**config.mk**
```make
export PLATFORM = sky130hd
export DESIGN_NAME = module_count_controller_flat
export DESIGN_NICKNAME = d
export VERILOG_FILES = /design/src/rtl/module_count_controller_pkg.sv /design/src/rtl/module_count_controller_if.sv /design/src/rtl/module_count_controller_core.sv /design/src/rtl/module_count_controller.sv /design/src/flat_wrapper.sv
export SDC_FILE = /design/constraint.sdc
export NUM_CORES = 1
export LEC_CHECK = 0
export BUFFER_PORTS_ARGS = -buffer_cell sky130_fd_sc_hd__buf_2
export CAP_MARGIN = 20
export CORE_MARGIN = 4
export CORE_UTILIZATION = 56
export DETAILED_ROUTE_END_ITERATION = 8
export MAX_ROUTING_LAYER = met4
export PLACE_DENSITY = 0.82
export SLEW_MARGIN = 20
export SYNTH_ARGS = -nofsm -noshare
export SYNTH_HDL_FRONTEND = slang
export SYNTH_SLANG_ARGS = --single-unit
```
**constraint.sdc**
```tcl
create_clock -name clk -period 4.2 [get_ports clk]
set_input_delay 0.84 -clock clk [delete_from_list [all_inputs] [get_ports clk]]
set_output_delay 0.84 -clock clk [all_outputs]
set_load 0.02 [all_outputs]
```
**src/rtl/module_count_controller_pkg.sv**
```systemverilog
// Shared definitions for the counter sequencing controller: default width,
// FSM state encoding and small decode helpers.
package module_count_controller_pkg;

  localparam int WIDTH_DEF = 7;

  typedef enum logic [1:0] {
    ST_IDLE  = 2'd0,
    ST_RUN   = 2'd1,
    ST_PAUSE = 2'd2,
    ST_DONE  = 2'd3
  } state_e;

  function automatic logic is_busy(input state_e st);
    return (st == ST_RUN) || (st == ST_PAUSE);
  endfunction

endpackage

```
**src/rtl/module_count_controller_if.sv**
```systemverilog
// Control/status bundle between the user-side driver and the count controller.
interface module_count_controller_if #(parameter int WIDTH = 7);

  logic             start;
  logic             hold;
  logic             abort;
  logic [WIDTH-1:0] limit;
  logic [WIDTH-1:0] count;
  logic             busy;
  logic             done;
  logic [1:0]       state;

  modport master (
    output start, hold, abort, limit,
    input  count, busy, done, state
  );

  modport slave (
    input  start, hold, abort, limit,
    output count, busy, done, state
  );

endinterface

```
**src/rtl/module_count_controller_core.sv**
```systemverilog
// WIDTH-bit synchronous counter built from T flip-flops and a 2-input AND
// carry chain; a synchronous clear toggles every bit that is currently set.
module modulo_ff_t (
  input  logic clk,
  input  logic clr,
  input  logic t,
  output logic q
);

  logic q_r;

  // Toggle storage with asynchronous active-low clear
  always_ff @(posedge clk or negedge clr) begin
    if (!clr) begin
      q_r <= 1'b0;
    end else if (t) begin
      q_r <= ~q_r;
    end else begin
      q_r <= q_r;
    end
  end

  assign q = q_r;

endmodule

module and_gate_2_inputs (
  input  logic a,
  input  logic b,
  output logic y
);

  assign y = a & b;

endmodule

module module_count_core #(parameter int WIDTH = 7) (
  input  logic             clk,
  input  logic             clr,
  input  logic             en,
  input  logic             sync_clr,
  output logic [WIDTH-1:0] q
);

  logic [WIDTH-1:0] carry_s;
  logic [WIDTH-1:0] t_s;

  assign carry_s[0] = en;

  for (genvar i = 0; i < WIDTH; i++) begin : g_bit
    if (i < WIDTH - 1) begin : g_chain
      and_gate_2_inputs u_and (
        .a (carry_s[i]),
        .b (q[i]),
        .y (carry_s[i+1])
      );
    end

    // Clearing a set bit means toggling it once; clear overrides counting
    assign t_s[i] = sync_clr ? q[i] : carry_s[i];

    modulo_ff_t u_ff (
      .clk (clk),
      .clr (clr),
      .t   (t_s[i]),
      .q   (q[i])
    );
  end

endmodule

```
**src/rtl/module_count_controller.sv**
```systemverilog
// Sequencing controller: owns the FSM, latched terminal value, comparator and
// done pulse, and is the sole source of enable/clear for the counter core.
module module_count_controller
  import module_count_controller_pkg::*;
#(
  parameter int WIDTH = WIDTH_DEF
) (
  input  logic                     clk,
  input  logic                     clr,
  module_count_controller_if.slave bus
);

  state_e           state_r;
  state_e           state_nx_s;
  logic [WIDTH-1:0] limit_q_r;
  logic [WIDTH-1:0] count_s;
  logic             done_r;
  logic             en_s;
  logic             sync_clr_s;
  logic             latch_s;
  logic             at_limit_s;

  assign at_limit_s = (count_s == limit_q_r);

  // Next-state and core control; abort outranks start, start outranks hold/terminal
  always_comb begin
    state_nx_s = state_r;
    en_s       = 1'b0;
    sync_clr_s = 1'b0;
    latch_s    = 1'b0;
    if (bus.abort) begin
      state_nx_s = ST_IDLE;
      sync_clr_s = 1'b1;
    end else if (bus.start && ((state_r == ST_IDLE) || (state_r == ST_DONE))) begin
      state_nx_s = ST_RUN;
      sync_clr_s = 1'b1;
      latch_s    = 1'b1;
    end else begin
      case (state_r)
        ST_RUN: begin
          if (bus.hold) begin
            state_nx_s = ST_PAUSE;
          end else if (at_limit_s) begin
            state_nx_s = ST_DONE;
          end else begin
            en_s = 1'b1;
          end
        end
        ST_PAUSE: begin
          if (!bus.hold) begin
            state_nx_s = ST_RUN;
          end else begin
            state_nx_s = ST_PAUSE;
          end
        end
        ST_IDLE:  state_nx_s = ST_IDLE;
        ST_DONE:  state_nx_s = ST_DONE;
        default:  state_nx_s = ST_IDLE;
      endcase
    end
  end

  // State, terminal value and done pulse registers
  always_ff @(posedge clk or negedge clr) begin
    if (!clr) begin
      state_r   <= ST_IDLE;
      limit_q_r <= {WIDTH{1'b0}};
      done_r    <= 1'b0;
    end else begin
      state_r   <= state_nx_s;
      limit_q_r <= latch_s ? bus.limit : limit_q_r;
      done_r    <= (state_r == ST_RUN) && (state_nx_s == ST_DONE);
    end
  end

  module_count_core #(.WIDTH(WIDTH)) u_core (
    .clk      (clk),
    .clr      (clr),
    .en       (en_s),
    .sync_clr (sync_clr_s),
    .q        (count_s)
  );

  assign bus.count = count_s;
  assign bus.busy  = is_busy(state_r);
  assign bus.done  = done_r;
  assign bus.state = state_r;

endmodule

```
**src/flat_wrapper.sv**
```systemverilog
// flat-port wrapper written by rule: the top's interface ports become plain ports
module module_count_controller_flat import module_count_controller_pkg::*;
#(
  parameter int WIDTH = WIDTH_DEF
)
  (clk, clr, bus_start, bus_hold, bus_abort, bus_limit, bus_count, bus_busy, bus_done, bus_state);
  module_count_controller_if #(.WIDTH(WIDTH)) bus_i ();
  input  logic clk;
  input  logic clr;
  input wire logic [$bits(bus_i.start)-1:0] bus_start;
  input wire logic [$bits(bus_i.hold)-1:0] bus_hold;
  input wire logic [$bits(bus_i.abort)-1:0] bus_abort;
  input wire logic [$bits(bus_i.limit)-1:0] bus_limit;
  output wire logic [$bits(bus_i.count)-1:0] bus_count;
  output wire logic [$bits(bus_i.busy)-1:0] bus_busy;
  output wire logic [$bits(bus_i.done)-1:0] bus_done;
  output wire logic [$bits(bus_i.state)-1:0] bus_state;
  assign bus_i.start = bus_start;
  assign bus_i.hold = bus_hold;
  assign bus_i.abort = bus_abort;
  assign bus_i.limit = bus_limit;
  assign bus_count = bus_i.count;
  assign bus_busy = bus_i.busy;
  assign bus_done = bus_i.done;
  assign bus_state = bus_i.state;
  module_count_controller #(.WIDTH(WIDTH)) u_core (.clk(clk), .clr(clr), .bus(bus_i));
endmodule
```
==> results of run 1 <==
## cells by family (layout without fill, tap and decap cells)
kind of cell	after synthesis	in the layout
AND/OR/NAND/NOR	34	34
flip-flops	17	17
AO/OA/AOI/OAI	15	15
multiplexers	14	14
buffers and inverters	13	30
XOR/XNOR	7	7
adder cells (fa/ha/maj)	4	4
## worst min path at each step
stage | to | slack [ps] | depth (start not counted)
after floorplan | u_core.limit_q_r[0] | 500 | 1
after global placement | u_core.limit_q_r[3] | 510 | 1
after detailed placement | u_core.limit_q_r[6] | 520 | 1
after CTS | u_core.bus.done | 460 | 1
after global routing | u_core.bus.done | 460 | 1
final | u_core.bus.done | 450 | 1
## through the flow
stage | worst slack [ps] | cell area [µm²] | power [W] | std cells
after global routing | 1906 | 1155 | 0.0004376 | 146
after CTS | 1987 | 1151 | 0.0004139 | 146
final | 1995 | 1155 | 0.0004110 | 146
after detailed placement | 1935 | 1124 | 0.0003255 | 142
after floorplan | 2299 | 1042 | 0.0002946 | 104
after global placement | 2066 | 1124 | 0.0003185 | 142
## routing by layer
| layer | track usage (%) | vias up | wire length (µm) |
|---|---|---|---|
| met5 | - | - | 0 |
| met4 | 7.175 | 0 | 17 |
| met3 | 3.790 | 2 | 101 |
| met2 | 32.40 | 18 | 1051 |
| met1 | 19.18 | 388 | 814 |
| li1 | - | 384 | - |
## cell type report
class	instances	area [µm²]
inverters	4	15.01
repair buffers	22	110.1
clock buffers	3	22.52
multi-input cells	74	545.5
well taps	25	31.28
clock inverters	1	5.005
flip-flops and latches	17	425.4
fillers	146	590.6
## sequential cells by signal, summed over array words and instances (netlist names)
name                        cells
u_core.bus.done                 1
u_core.bus.state                2
u_core.limit_q_r                7
u_core.u_core.g_bit.u_ff.q      7
## cells in the mapped netlist, drive strengths merged (2+ instances only)
| library cell | count | area [µm²] |
|---|---|---|
| dfrtp | 17 | 425.4 |
| nand2 | 13 | 48.80 |
| ha | 4 | 50.05 |
| inv | 4 | 15.01 |
| nand3 | 3 | 15.01 |
| xor2 | 7 | 61.31 |
| nand2b | 7 | 43.79 |
| nor3 | 2 | 15.01 |
| a31oi | 2 | 12.51 |
| buf | 7 | 52.55 |
| clkbuf | 2 | 7.510 |
| nand4 | 2 | 12.51 |
| mux2i | 7 | 70.07 |
| nor2 | 2 | 7.510 |
| a21oi | 8 | 40.04 |
| mux2 | 7 | 78.83 |
## where the power goes
part            total, W  internal [W]  switching (W)
registers       0.000203      0.000186      0.0000172
logic           0.000119     0.0000511      0.0000677
clock network  0.0000886     0.0000354      0.0000533
total           0.000411      0.000273       0.000138
==> qor.yml, run 1 <==
status: "finished, final reports clean"
whs_ps: 453.7
reg2reg_slack_ps: 2380
synth_top_family_by_area: "simple AND/OR/NAND/NOR gates"
areaGrowthSynthToFinish_pct: 10.80
hold_class: "in2async"
ios: 23
wirelength_mm: 1.984
critical-path-top-delay-family: "flip-flops"
post-dp-hpwl_mm: 1.494
maxSlewHeadroom_pct: 55.85
skew_ps: 0.5778
rows: 15
path_buf_inv: 3
maxCapViolCount: 0
via_per_inst: 5.425
synthMuxAreaShare_pct: 14.29
grt_pass1_wl_mm: 3.408
crit_top_cell: "inv_1"
dr.pass1.iters: 4
numCtsBuffers: 3
clk_pin_slew_ps: 100
vias: 792
cp-startpoint: "u_core.bus.state[0]"
layout_min_cycle_time_ps: 2205
initial_utilization_pct: 59.71
cp.depth: 4
finalSetupTns_ps: 0
required_ps: 3360
cp.arrival_ps: 1360
worstPathMaxFanout: 6
grt_max_degree: 18
cp_cell_sequence: "inv_1 > ha_1 > inv_1 > buf_2"
worstMarginPinSlew_ps: 662.2
synth_compound_area_share_pct: 8.884
yosysUniqueCellTypes: 27
cts_tree: "yes"
postSynth.asyncResetShare_pct: 100.0
post_cts_buffers: 0
die_h_um: 51.14
ys_warn_count: 0
die_area_um2: 2615
crit_path_end_kind: "primary output"
ys.flop_type: "dfrtp_1"
p_per_area_nw_per_um2: 355.9
remaining_drc_errors: 0
hold_violations: 0
clockBufferDepth: 2
final_cell_mix: "22 x buf_2, 17 x dfrtp_1, 13 x nand2_1"
clock.fmax_ghz: 0.4536
slowest_stage: "dfrtp_1"
port_buffers: 22
fin_util_pct: 66.16
antenna_found_initial: 0
ys_ff_latch: 17
peakVddDrop_mv: 0.2783
cts.sinks: 17
min_period_over_period_pct: 52.49
num_antenna_cells: 0
clock_latency_ps: 290
synth_edf_count: 0
core_area_um2: 1745
rsz0062_at_grt: "no"
cts.htree.levels: 1
overflow: 0
synth-adder-area-share_pct: 4.802
r2r_end: "u_core.bus.state[1]"
synth-simple-area-share_pct: 18.13
mostFrequentLayoutCell: "buf_2"
synthXorXnorAreaFrac_pct: 5.882
clock-root-buffer: "clkbuf_4"
finalSetupViolations: 0
drt_iter0_drc: 11
p_leak_nw: 0.5692
gp_congestion: 0.8247
grt_usage_pct: 18.04
drive_gt1_share_pct: 31.40
ctsResizeCount: 0
avgSynthCellArea_um2: 10.02
holdBufCountCts: 0
post_drt_wl_per_cell_um: 13.59
path_class: "reg2out"
synth_area_um2: 1042
slowest_delay_ps: 440
drtAntennaViolNets: 0
crit_end: "bus_busy"
r2r_start: "u_core.bus.state[0]"
rr_worst_depth: 5
nets: 138
dieWidth_um: 51.14
slew_viol_final: 0
synthCells: 104
seq_area_frac_synth_pct: 40.82
cp-start-kind: "flip-flop"
grt_pass1_vias: 798
syn_nets: 120
Note: power is estimated with default switching activity, not from simulation.
==> run 2, diff against run 1 <==
--- a/config.mk
+++ b/config.mk
@@ -8,10 +8,10 @@
 export BUFFER_PORTS_ARGS = -buffer_cell sky130_fd_sc_hd__buf_2
 export CAP_MARGIN = 20
 export CORE_MARGIN = 4
-export CORE_UTILIZATION = 56
+export CORE_UTILIZATION = 47
 export DETAILED_ROUTE_END_ITERATION = 8
 export MAX_ROUTING_LAYER = met4
-export PLACE_DENSITY = 0.82
+export PLACE_DENSITY = 0.73
 export SLEW_MARGIN = 20
 export SYNTH_ARGS = -nofsm -noshare
 export SYNTH_HDL_FRONTEND = slang
==> constraint.sdc (replaced) <==
create_clock -name clk -period 1.77 [get_ports clk]
set_input_delay 0.354 -clock clk [delete_from_list [all_inputs] [get_ports clk]]
set_output_delay 0.354 -clock clk [all_outputs]
set_load 0.02 [all_outputs]
==> run 2 against run 1 <==
  * Design area rose by 5.0%
  * First-iteration DRC count rose to 2.6 times the previous value
  * Die area is 16% higher
  * Sequential power increased by 140%
  * Utilization is 6.8 points lower
  * Total power up 140%
  * Combinational power grew to 2.5 times the previous value
  * Routed wire length is 6.8% higher
  * Flip-flop and latch count unchanged
  * Clock-buffer cell count rose by 1
  * Sequential share of layout area fell by 1.6 points
  * Register-to-register slack worse by 2300 ps
  * Critical endpoint is now u_core.limit_q_r[5]
  * Largest cell class unchanged
==> qor.yml, run 2 (same netlist as run 1, synthesis figures left out) <==
worstPathMaxFanout: 7  # +1
p_per_area_nw_per_um2: 822.7  # +130%
die_area_um2: 3035  # +16%
nFillCells: 190  # +30%
maxSlewHeadroom_pct: 66.85  # +11 points
cts_tree: "yes"
p_leak_nw: 0.6012  # +5.6%
grt_usage_pct: 15.74  # -2.3 points
dieWidth_um: 55.09  # +7.7%
grt_pass1_wl_mm: 3.229  # -5.3%
holdBufCountCts: 1  # +1
dpl_worst_slack_ps: 95.98  # -1839 ps
crit_path_end_kind: "flip-flop"
peakVddDrop_mv: 0.5053  # +82%
cp.arrival_ps: 1870  # +510 ps
mostFrequentLayoutCell: "buf_2"
placed_area_um2: 1176  # +4.7%
port_buffers: 22  # unchanged
drive_gt1_share_pct: 34.38  # +3.0 points
drt_iter0_drc: 29  # +18
path_class: "reg2reg"
nets: 145  # +5.1%
gp_congestion: 0.8133  # -1.4%
min_period_over_period_pct: 95.19
ctsResizeCount: 0  # unchanged
rsz0062_at_grt: "no"
antenna_found_initial: 0  # unchanged
maxCapViolCount: 0  # unchanged
wirelength_mm: 2.118  # +6.8%
clockBufferDepth: 2  # unchanged
post_cts_buffers: 0  # unchanged
sw_frac_of_total_pct: 33.13  # -0.50 points
clock-root-buffer: "clkbuf_4"
grt_max_degree: 18  # unchanged
hold_class: "in2reg"
die_h_um: 55.09  # +7.7%
core_area_um2: 2042  # +17%
drtAntennaViolNets: 0  # unchanged
num_antenna_cells: 0  # unchanged
hold_violations: 0  # unchanged
final_cell_mix: "22 x buf_2, 16 x dfrtp_1, 13 x nand2_1"
status: "finished, final reports clean"
remaining_drc_errors: 0  # unchanged
cts.htree.levels: 1  # unchanged
via_per_inst: 5.206  # -4.0%
post-dp-hpwl_mm: 1.570  # +5.1%
skew_ps: 0.7323  # +0.1545 ps
clk_pin_slew_ps: 100  # about the same
cp-start-kind: "flip-flop"
numCtsBuffers: 3  # unchanged
pwr-share-clk_pct: 21.3  # -0.3 points
vias: 807  # +1.9%
worstMarginPinSlew_ps: 493.6  # -168.6 ps
grt_pass1_vias: 747  # -6.4%
required_ps: 1960  # -1400 ps
final_cell_area_um2: 1212  # +5.0%
clock.fmax_ghz: 0.5935
clock_latency_ps: 290  # about the same
p_seq_share_pct: 48.4  # -1.1 points
post_drt_wl_per_cell_um: 13.66  # +0.56%
layout_min_cycle_time_ps: 1685
p_switching_w: 0.0003304  # +140%
whs_ps: 282.2  # -171.5 ps
finalSetupTns_ps: 0  # unchanged
p_int_w: 0.0006670  # +140%
slew_viol_final: 0  # unchanged
overflow: 0  # unchanged
setup_ws_ps: 85.17  # -1910 ps
power.share.combinational_pct: 30.3  # +1.4 points
rows: 16  # +1
dr.pass1.iters: 5  # +1
cts.sinks: 17  # unchanged
ios: 23  # unchanged
initial_utilization_pct: 51.04  # -8.7 points
areaGrowthSynthToFinish_pct: 16.33
finalSetupViolations: 0  # unchanged
run 2: routing by layer:
metal  vias up  global-route usage, %  share of wire, %
met1       380                  17.85                44
met4         0                  8.097               1.4
met3         4                  3.485               5.8
li1        394                      -                 -
met2        29                  25.98                49
met5         -                      -                 0
run 2: worst paths after layout:
kind	start	to	slack (ps)	cells past startpoint
worst max-delay path	u_core.bus.state[0]	u_core.limit_q_r[5]	90	5
worst min-delay path	bus_limit[4]	u_core.limit_q_r[4]	280	2
worst max register to register	u_core.bus.state[0]	u_core.limit_q_r[5]	90	5
worst min register to register	u_core.limit_q_r[3]	u_core.limit_q_r[3]	540	1
max in group asynchronous	clr	u_core.bus.state[0]	970	2
min in group asynchronous	clr	u_core.bus.state[0]	500	2
run 2: final cells by class:
type | instances | area (µm²) | area share [%]
Clock buffer | 4 | 26.28 | 2.167
Inverter | 4 | 15.01 | 1.238
Multi-Input combinational cell | 74 | 545.5 | 44.99
Sequential cell | 17 | 426.7 | 35.19
Tap cell | 27 | 33.78 | 2.786
Timing Repair Buffer | 29 | 165.2 | 13.62
run 2: worst max-delay path, cell delays in order (launching register included):
cell and delay (ps):
dfrtp_2 420, inv_1 50, ha_1 340, nand2_1 90
or2_2 370, mux2_2 300
run 2: power by group through the flow:
stage	clock network (W)	logic (W)	registers, W
2_1_floorplan	0	0.000211	0.000490
3_3_place_gp	0	0.000289	0.000487
3_5_place_dp	0	0.000300	0.000493
4_1_cts	0.000217	0.000304	0.000484
5_1_grt	0.000231	0.000330	0.000491
6_report	0.000213	0.000302	0.000483
run 2: through the flow:
stage / utilization, % / std cells / power [W]
2_1_floorplan: - / 104 / 0.0007016
3_3_place_gp: 57.60 / 150 / 0.0007769
3_5_place_dp: 57.60 / 150 / 0.0007926
4_1_cts: 59.38 / 155 / 0.001005
5_1_grt: 59.38 / 155 / 0.001052
6_report: 59.38 / 155 / 0.0009974
